[config.mk]
export PLATFORM = sky130hd
export DESIGN_NAME = lutram_access_arbiter
export DESIGN_NICKNAME = d
export VERILOG_FILES = /design/src/rtl/lutram_access_arbiter.sv
export SDC_FILE = /design/constraint.sdc
export NUM_CORES = 1
export LEC_CHECK = 0
export CAP_MARGIN = 20
export CORE_AREA = 2 2 143 145
export CTS_CLUSTER_SIZE = 40
export DETAILED_ROUTE_END_ITERATION = 8
export DIE_AREA = 0 0 145 147
export PLACE_DENSITY_LB_ADDON = 0.08
export SLEW_MARGIN = 20
export SYNTH_ARGS = -nofsm -noshare
export SYNTH_HDL_FRONTEND = slang
export SYNTH_SLANG_ARGS = --single-unit
export TNS_END_PERCENT = 50
[constraint.sdc]
create_clock -name clk_in -period 4.3 [get_ports clk_in]
set_input_delay 0.86 -clock clk_in [delete_from_list [all_inputs] [get_ports clk_in]]
set_output_delay 0.86 -clock clk_in [all_outputs]
set_load 0.05 [all_outputs]
[src/rtl/lutram_access_arbiter.sv]
// lutram_access_arbiter: round-robin front end for one single-port LUTRAM.
// After reset it sweeps every set to zero, then grants one client per cycle
// and routes read data back to the client that issued the read.

`ifndef BYTE_LEN_IN_BITS
`define BYTE_LEN_IN_BITS 8
`endif

module lutram_access_arbiter #(
  parameter int SINGLE_ENTRY_WIDTH_IN_BITS = 64,
  parameter int NUM_SET                    = 64,
  parameter int SET_PTR_WIDTH_IN_BITS      = $clog2(NUM_SET),
  parameter int WRITE_MASK_LEN             = SINGLE_ENTRY_WIDTH_IN_BITS / `BYTE_LEN_IN_BITS,
  parameter int NUM_REQUESTER              = 2,
  parameter int READ_LATENCY               = 1
) (
  input  logic                                             clk_in,
  input  logic                                             reset_in,
  input  logic [NUM_REQUESTER-1:0]                         request_valid_in,
  output logic [NUM_REQUESTER-1:0]                         request_ready_out,
  input  logic [NUM_REQUESTER*WRITE_MASK_LEN-1:0]          request_write_mask_in,
  input  logic [NUM_REQUESTER*SET_PTR_WIDTH_IN_BITS-1:0]   request_addr_in,
  input  logic [NUM_REQUESTER*SINGLE_ENTRY_WIDTH_IN_BITS-1:0] request_data_in,
  output logic [NUM_REQUESTER-1:0]                         response_valid_out,
  output logic [SINGLE_ENTRY_WIDTH_IN_BITS-1:0]            response_data_out,
  output logic                                             init_done_out,
  output logic                                             access_en_out,
  output logic [WRITE_MASK_LEN-1:0]                        write_en_out,
  output logic [SET_PTR_WIDTH_IN_BITS-1:0]                 access_set_addr_out,
  output logic [SINGLE_ENTRY_WIDTH_IN_BITS-1:0]            write_entry_out,
  input  logic [SINGLE_ENTRY_WIDTH_IN_BITS-1:0]            read_entry_in
);

  localparam int ID_W = (NUM_REQUESTER > 1) ? $clog2(NUM_REQUESTER) : 1;
  localparam logic [SET_PTR_WIDTH_IN_BITS-1:0] LAST_SET = SET_PTR_WIDTH_IN_BITS'(NUM_SET - 1);
  localparam logic [ID_W-1:0] LAST_ID = ID_W'(NUM_REQUESTER - 1);

  typedef enum logic {
    ST_CLEAR = 1'b0,
    ST_SERVE = 1'b1
  } state_t;

  state_t                           state_r;
  state_t                           state_next_s;
  logic [SET_PTR_WIDTH_IN_BITS-1:0] clear_ptr_r;
  logic [ID_W-1:0]                  prio_r;
  logic [READ_LATENCY-1:0]          pipe_vld_r;
  logic [ID_W-1:0]                  pipe_id_r [READ_LATENCY];

  logic                             found_s;
  logic [ID_W-1:0]                  winner_s;
  logic [WRITE_MASK_LEN-1:0]        win_mask_s;
  logic                             grant_s;
  logic                             is_read_s;

  // Round-robin scan: first valid client at or after the priority pointer.
  always_comb begin
    logic [ID_W:0] sum_v;
    sum_v    = {(ID_W+1){1'b0}};
    found_s  = 1'b0;
    winner_s = {ID_W{1'b0}};
    for (int k = 0; k < NUM_REQUESTER; k++) begin
      sum_v = {1'b0, prio_r} + (ID_W+1)'(k);
      if (sum_v >= (ID_W+1)'(NUM_REQUESTER)) begin
        sum_v = sum_v - (ID_W+1)'(NUM_REQUESTER);
      end else begin
        sum_v = sum_v;
      end
      if (!found_s && request_valid_in[sum_v[ID_W-1:0]]) begin
        found_s  = 1'b1;
        winner_s = sum_v[ID_W-1:0];
      end else begin
        found_s  = found_s;
      end
    end
  end

  assign win_mask_s = request_write_mask_in[winner_s*WRITE_MASK_LEN +: WRITE_MASK_LEN];
  assign grant_s    = (state_r == ST_SERVE) && found_s;
  assign is_read_s  = grant_s && (win_mask_s == {WRITE_MASK_LEN{1'b0}});

  // Next state and LUTRAM/grant drive; everything drops while reset is low.
  always_comb begin
    state_next_s        = state_r;
    request_ready_out   = {NUM_REQUESTER{1'b0}};
    init_done_out       = 1'b0;
    access_en_out       = 1'b0;
    write_en_out        = {WRITE_MASK_LEN{1'b0}};
    access_set_addr_out = {SET_PTR_WIDTH_IN_BITS{1'b0}};
    write_entry_out     = {SINGLE_ENTRY_WIDTH_IN_BITS{1'b0}};
    if (!reset_in) begin
      state_next_s = ST_CLEAR;
    end else begin
      case (state_r)
        ST_CLEAR: begin
          access_en_out       = 1'b1;
          write_en_out        = {WRITE_MASK_LEN{1'b1}};
          access_set_addr_out = clear_ptr_r;
          if (clear_ptr_r == LAST_SET) begin
            state_next_s = ST_SERVE;
          end else begin
            state_next_s = ST_CLEAR;
          end
        end
        ST_SERVE: begin
          init_done_out = 1'b1;
          if (found_s) begin
            request_ready_out[winner_s] = 1'b1;
            access_en_out       = 1'b1;
            write_en_out        = win_mask_s;
            access_set_addr_out = request_addr_in[winner_s*SET_PTR_WIDTH_IN_BITS +: SET_PTR_WIDTH_IN_BITS];
            write_entry_out     = request_data_in[winner_s*SINGLE_ENTRY_WIDTH_IN_BITS +: SINGLE_ENTRY_WIDTH_IN_BITS];
          end else begin
            access_en_out = 1'b0;
          end
        end
        default: begin
          state_next_s = ST_CLEAR;
        end
      endcase
    end
  end

  // State, clear pointer, priority pointer and read-return pipeline.
  always_ff @(posedge clk_in) begin
    if (!reset_in) begin
      state_r     <= ST_CLEAR;
      clear_ptr_r <= {SET_PTR_WIDTH_IN_BITS{1'b0}};
      prio_r      <= {ID_W{1'b0}};
      pipe_vld_r  <= {READ_LATENCY{1'b0}};
      for (int i = 0; i < READ_LATENCY; i++) begin
        pipe_id_r[i] <= {ID_W{1'b0}};
      end
    end else begin
      state_r <= state_next_s;
      // The pointer parks on the last set so the sweep never repeats.
      if ((state_r == ST_CLEAR) && (clear_ptr_r != LAST_SET)) begin
        clear_ptr_r <= clear_ptr_r + SET_PTR_WIDTH_IN_BITS'(1);
      end else begin
        clear_ptr_r <= clear_ptr_r;
      end
      if (grant_s) begin
        if (winner_s == LAST_ID) begin
          prio_r <= {ID_W{1'b0}};
        end else begin
          prio_r <= winner_s + ID_W'(1);
        end
      end else begin
        prio_r <= prio_r;
      end
      pipe_vld_r[0] <= is_read_s;
      pipe_id_r[0]  <= winner_s;
      for (int i = 1; i < READ_LATENCY; i++) begin
        pipe_vld_r[i] <= pipe_vld_r[i-1];
        pipe_id_r[i]  <= pipe_id_r[i-1];
      end
    end
  end

  // Read return: strobe the issuing client as its entry leaves the pipeline.
  always_comb begin
    response_valid_out = {NUM_REQUESTER{1'b0}};
    response_data_out  = {SINGLE_ENTRY_WIDTH_IN_BITS{1'b0}};
    if (reset_in && pipe_vld_r[READ_LATENCY-1]) begin
      response_valid_out[pipe_id_r[READ_LATENCY-1]] = 1'b1;
      response_data_out = read_entry_in;
    end else begin
      response_data_out = {SINGLE_ENTRY_WIDTH_IN_BITS{1'b0}};
    end
  end

endmodule
Yosys cells after proc, flatten, opt, wreduce, memory -nomap -nowiden
Memory sizes are Yosys's and may differ from the RTL's.
Index checks and enable logic that the tools add are counted.
{ "word_totals": {"ff_bits": 9, "latchBits": 0, "ramBits": 1, "rom_bits": 0, "in_bits": 224, "output_inout_bits": 148, "word_cells": 75, "mem_count": 1} }
{ "op_classes": {"add_sub_neg": 5, "n_mul": 1, "div_mod_pow": 0, "magnitude_cmp": 8, "eq_ne": 2, "n_shift": 3, "muxes": 40, "bitwise": 1, "n_reduce_logical": 10} }
{ "mem_list": {"columns": ["memory", "depth", "word_bits", "read_ports", "rd_ports_with_merged_regs", "write_ports", "line", "text"], "rows": [
  ["pipe_id_r", 1, 1, 1, 0, 1, "48", "logic [ID_W-1:0] pipe_id_r [READ_LATENCY];"]
]} }
{ "ops": {"columns": ["cell", "count"], "rows": [
  ["$mux W64", 4],
  ["$shiftx A128 B8 Y64", 1],
  ["$mux W1", 23],
  ["$mux W8", 2],
  ["$pmux W8 S2", 1],
  ["$shiftx A16 B5 Y8", 1],
  ["$mux W6", 2],
  ["$pmux W6 S2", 1],
  ["$shiftx A12 B5 Y6", 1],
  ["$logic_not A8 Y1", 1],
  ["$lt A1 B2 Y1 const B", 4],
  ["$mux W2", 4],
  ["$logic_and A1 B1 Y1", 7],
  ["$add A6 B1 Y6 const B", 1],
  ["$eq A6 B6 Y1 const B", 1],
  ["$ne A6 B6 Y1 const B", 1],
  ["$mul A1 B2 Y3 const B", 1],
  ["$add A1 B1 Y2 const B", 1],
  ["$demux W1 S1", 2],
  ["$ge A1 B1 Y1 const B", 2],
  ["$ge A1 B2 Y1 const B", 1],
  ["$ge A2 B2 Y1 const B", 1],
  ["$pmux W1 S2", 1],
  ["$sub A1 B1 Y1 const B", 2],
  ["other kinds (4)", 4]
]} }

Depth between registers and ports, before layout
Gate-level depths: netlist of the first run.
{ "depth": {"ltp_word": 15, "mapped_depth": 6, "mapped_depth_nobuf": 5} }

Least setup slack after synthesis of the first run
Ideal clock, no wire load.
{ "synth_timing": {"path_kind": "input-to-output", "from": "input request_valid_in[0]", "to": "output write_en_out[0]", "arrival_ps": 2266, "t_required_ps": 3440, "setup_slack_ps": 1174, "stages": 5, "n_path_buf": 1, "path_cell_list": "nand2b_1 and2_1 buf_2 nand2_1 a31oi_1"} }
{ "synth_between": {"elab_chain_cells": 10, "elab_cells_between_ends": 14, "cone_classes": "shift (1); mux (11); reduce/logical (2)"} }
{ "synth_rtl": {"columns": ["item", "line", "text"], "rows": [
  ["from (decl)", "19", "input logic [NUM_REQUESTER-1:0] request_valid_in,"],
  ["$mux W1 (not written as such) (2 in series)", "69", "if (!found_s && request_valid_in[sum_v[ID_W-1:0]]) begin"],
  ["$mux W1", "69", null],
  ["$logic_not A1 Y1", "69", null],
  ["$logic_and A1 B1 Y1", "69", null],
  ["$mux W1", "69", null],
  ["$shiftx A16 B5 Y8", "78", "assign win_mask_s = request_write_mask_in[winner_s*WRITE_MASK_LEN +: WRITE_MASK_LEN];"],
  ["$mux W8 (*)", "107", "if (found_s) begin"],
  ["$pmux W8 S2 (*)", "94", "case (state_r)"],
  ["$mux W8 (*)", "91", "if (!reset_in) begin"],
  ["to (decl)", "28", "output logic [WRITE_MASK_LEN-1:0] write_en_out,"]
]} }
Mark *: on every way between the ends. The rest lies on a longest branch, timed or not. The select of a mux whose other input is x is not followed.

Worst setup path in the final report of the first run
{ "layout_timing": {"from": "input request_valid_in[1]", "to": "output write_entry_out[23]"} }
{ "layout_between": {"elab_chain_cells": 10, "elab_cells_between_ends": 14, "cone_classes": "shift (1); mux (11); reduce/logical (2)"} }
{ "layout_rtl": {"columns": ["item", "line", "text"], "rows": [
  ["$mux W1 (not written as such) (2 in series)", "69", null],
  ["$mux W1", "69", null],
  ["$logic_not A1 Y1", "69", null],
  ["$logic_and A1 B1 Y1", "69", null],
  ["$mux W1", "69", null],
  ["$shiftx A128 B8 Y64", "112", "write_entry_out = request_data_in[winner_s*SINGLE_ENTRY_WIDTH_IN_BITS +: SINGLE_ENTRY_WIDTH_IN_BITS];"],
  ["$mux W64 (*)", "107", null],
  ["$mux W64 (*)", "94", null],
  ["$mux W64 (*)", "91", null],
  ["to (decl)", "30", "output logic [SINGLE_ENTRY_WIDTH_IN_BITS-1:0] write_entry_out,"]
]} }
Marks and branches as above.

==> flow_summary.ini, run 1 <==
[floorplanning]
dieArea_mm2 = 0.02132
initial_utilization_pct = 9.578
die_w_um = 145
die_h_um = 147
ios = 372
std_cell_rows = 52
coreArea_mm2 = 0.01984

[global_routing]
grt_start_max_net_pins = 67
grt_pass1_wl_mm = 27.09
grt_usage_pct = 17.01
grt_overflow = 0
first_global_vias = 3590
antenna_found_initial = 5

[synthesis]
synthTopCellsByArea = a22o_1 (30%), and3_1 (22%), dfxtp_1 (11%), a31oi_1 (3.9%), nand2_1 (3.9%)
synthCells = 268
yosysTopAreaCellShare_pct = 29.95
synth_edf_count = 0
syn_area_mm2 = 0.001901
synth.most_common_cell = and3_1
yosys.area.top_type = a22o_1
async_flop_share_pct = 0
synth.avg_cell_area_um2 = 7.092
yosys_warnings = 0
ys.flop_type = dfxtp_1
ys_ff_latch = 10
syn-num-nets = 493
ys_seq_area_share_pct = 10.53
synthTopCellsByCount = and3_1 (66), a22o_1 (65), nand2_1 (20), clkbuf_1 (16), nor2_1 (13)
yosysUniqueCellTypes = 34

[clock_network]
post_cts_buffers = 0
htreeDepth = 1
clock-root-buffer = clkbuf_16
cts_resized = 0
hold_buffers = 0
clock-sinks = 10
clk_latency_ps = 240
tritoncts.num_buffers = 3
cts_max_path_buffers = 2
cts.clk_slew.worst_paths_ps = 40
cts_tree = built

[setup_path]
crit_type = input port to primary output
crit_path_start_kind = input port
r2r_cells = 4
worst_setup_path_end_kind = primary output
cp_max_fo = 51
critPathRequiredTime_ps = 3440
worstPathArrival_ps = 2900

[sta]
min_period_ps = 3764
setup_viol = 0
fin_crit_sh_pct = 87.54
fmax_mhz = 265.7
final.setup.tns_ps = 0
slew_viol_final = 0
rsz0062_at_grt = no
tightestPinTransition_ps = 597.4
hold_viol = 0
slew_headroom_pct = 60.05
finalWorstSetupSlack_ps = 536.0
fin_skew_ps = 4.196

[flow_run]
maxCapViolations = 0

[drt]
route.detailed.drc = 0
wl_per_cell_um = 21.56
avgViaCountPerCell = 4.061
dr.pass1.iters = 4
vias = 3614
antenna_left = 0
drt_wl_total_mm = 19.19
drt_iter0_drc = 160

[final_layout]
seqCellArea_um2 = 200.2
drive_above_1_share_pct = 16.02
area_growth_pct = 245.3
fin_util_pct = 33.07
instances_no_fill = 890
fillers = 2031
final_nets = 844
multi_input_area_mm2 = 0.001501

[pwr]
leakagePower_uw = 0.002694
power_density_mw_per_mm2 = 85.81
ir_drop_mv = 0.09406

[placed_design]
gp_congestion = 0.8627
hpwl_mm = 16.21
portBuffers = 371
place_inst = 884
place_ws_ps = 533.9

[status]
outcome = completed

[worst_hold_path]
min_delay_path_depth = 2
hold_path.class = flop to flop
==> metrics by stage <==
stage                     hold WS (ps)  total power [uW]  area, um^2
final                            496.1             563.1        6563
after global routing             515.8             588.9        6560
after CTS                        494.5             568.2        6558
after detailed placement         485.6             380.1        6469
after global placement           487.3             378.7        6469
after floorplan                  450.2             151.1        1901
==> layer usage <==
layer	vias to the layer above	share of wire (%)	GRT usage, %
li1	1744	-	-
met2	169	49	28.69
met1	1674	40	20.31
met4	6	1.3	2.624
met3	21	9.5	7.702
met5	-	0.22	0
==> logic make-up (layout without fill, tap and decap cells) <==
kind of cell	after synthesis	count (layout)	share of synthesized area (%)
multiplexers	1	1	0.5267
adder cells (fa/ha/maj)	1	1	0.6582
XOR/XNOR	1	1	0.4609
AND/OR/NAND/NOR	117	117	34.17
flip-flops	10	10	10.53
buffers and inverters	39	389	10.73
other	0	2	0
AO/OA/AOI/OAI	99	99	42.92
==> worst paths after layout <==
path | from | to | slack [ps]
max | request_valid_in[1] | write_entry_out[23] | 540
min | clear_ptr_r[1] | clear_ptr_r[1] | 500
max reg2reg | prio_r | pipe_vld_r | 2560
min reg2reg | clear_ptr_r[1] | clear_ptr_r[1] | 500
==> cell usage in the layout (no fill, tap or decap), types with 5 or more instances in the layout <==
master,count
o21ai_0,8
a221oi_1,5
nand3_1,6
nand2_1,20
and3_1,66
a22o_1,65
buf_12,67
buf_4,21
clkdlybuf4s50_1,290
dfxtp_1,10
nor2_1,13
a31oi_1,12
inv_1,6
==> flip-flops by register name, indices dropped and copies added (netlist names) <==
register,flops
clear_ptr_r,6
pipe_id_r,1
pipe_vld_r,1
prio_r,1
state_r,1
==> critical path, stage by stage <==
cell,delay (ps)
clkdlybuf4s50_1,630
nand2_2,270
nor2_4,410
buf_12,310
a22o_1,230
buf_12,150
==> power breakdown <==
| part | switching, uW | internal [uW] |
|---|---|---|
| clock network | 45.2 | 140 |
| registers | 2.96 | 96.0 |
| logic | 83.7 | 195 |
| total | 132 | 431 |
==> cell type report <==
| cell class | count | area share [%] |
|---|---|---|
| clock buffer | 4 | 1.354 |
| tap | 270 | 5.148 |
| antenna | 2 | 0.07626 |
| sequential | 10 | 3.051 |
| multi-input combinational | 219 | 22.88 |
| timing repair buffer | 379 | 67.15 |
| inverter | 6 | 0.3432 |
(Power assumes the default switching activity.)
==> inputs of run 2 (changes only) <==
- CTS_CLUSTER_SIZE: 40 -> 25
- SKIP_CTS_REPAIR_TIMING: default -> 1
==> results of run 2 <==
The final DEF is identical to that of run 1; final timing and power are the same.
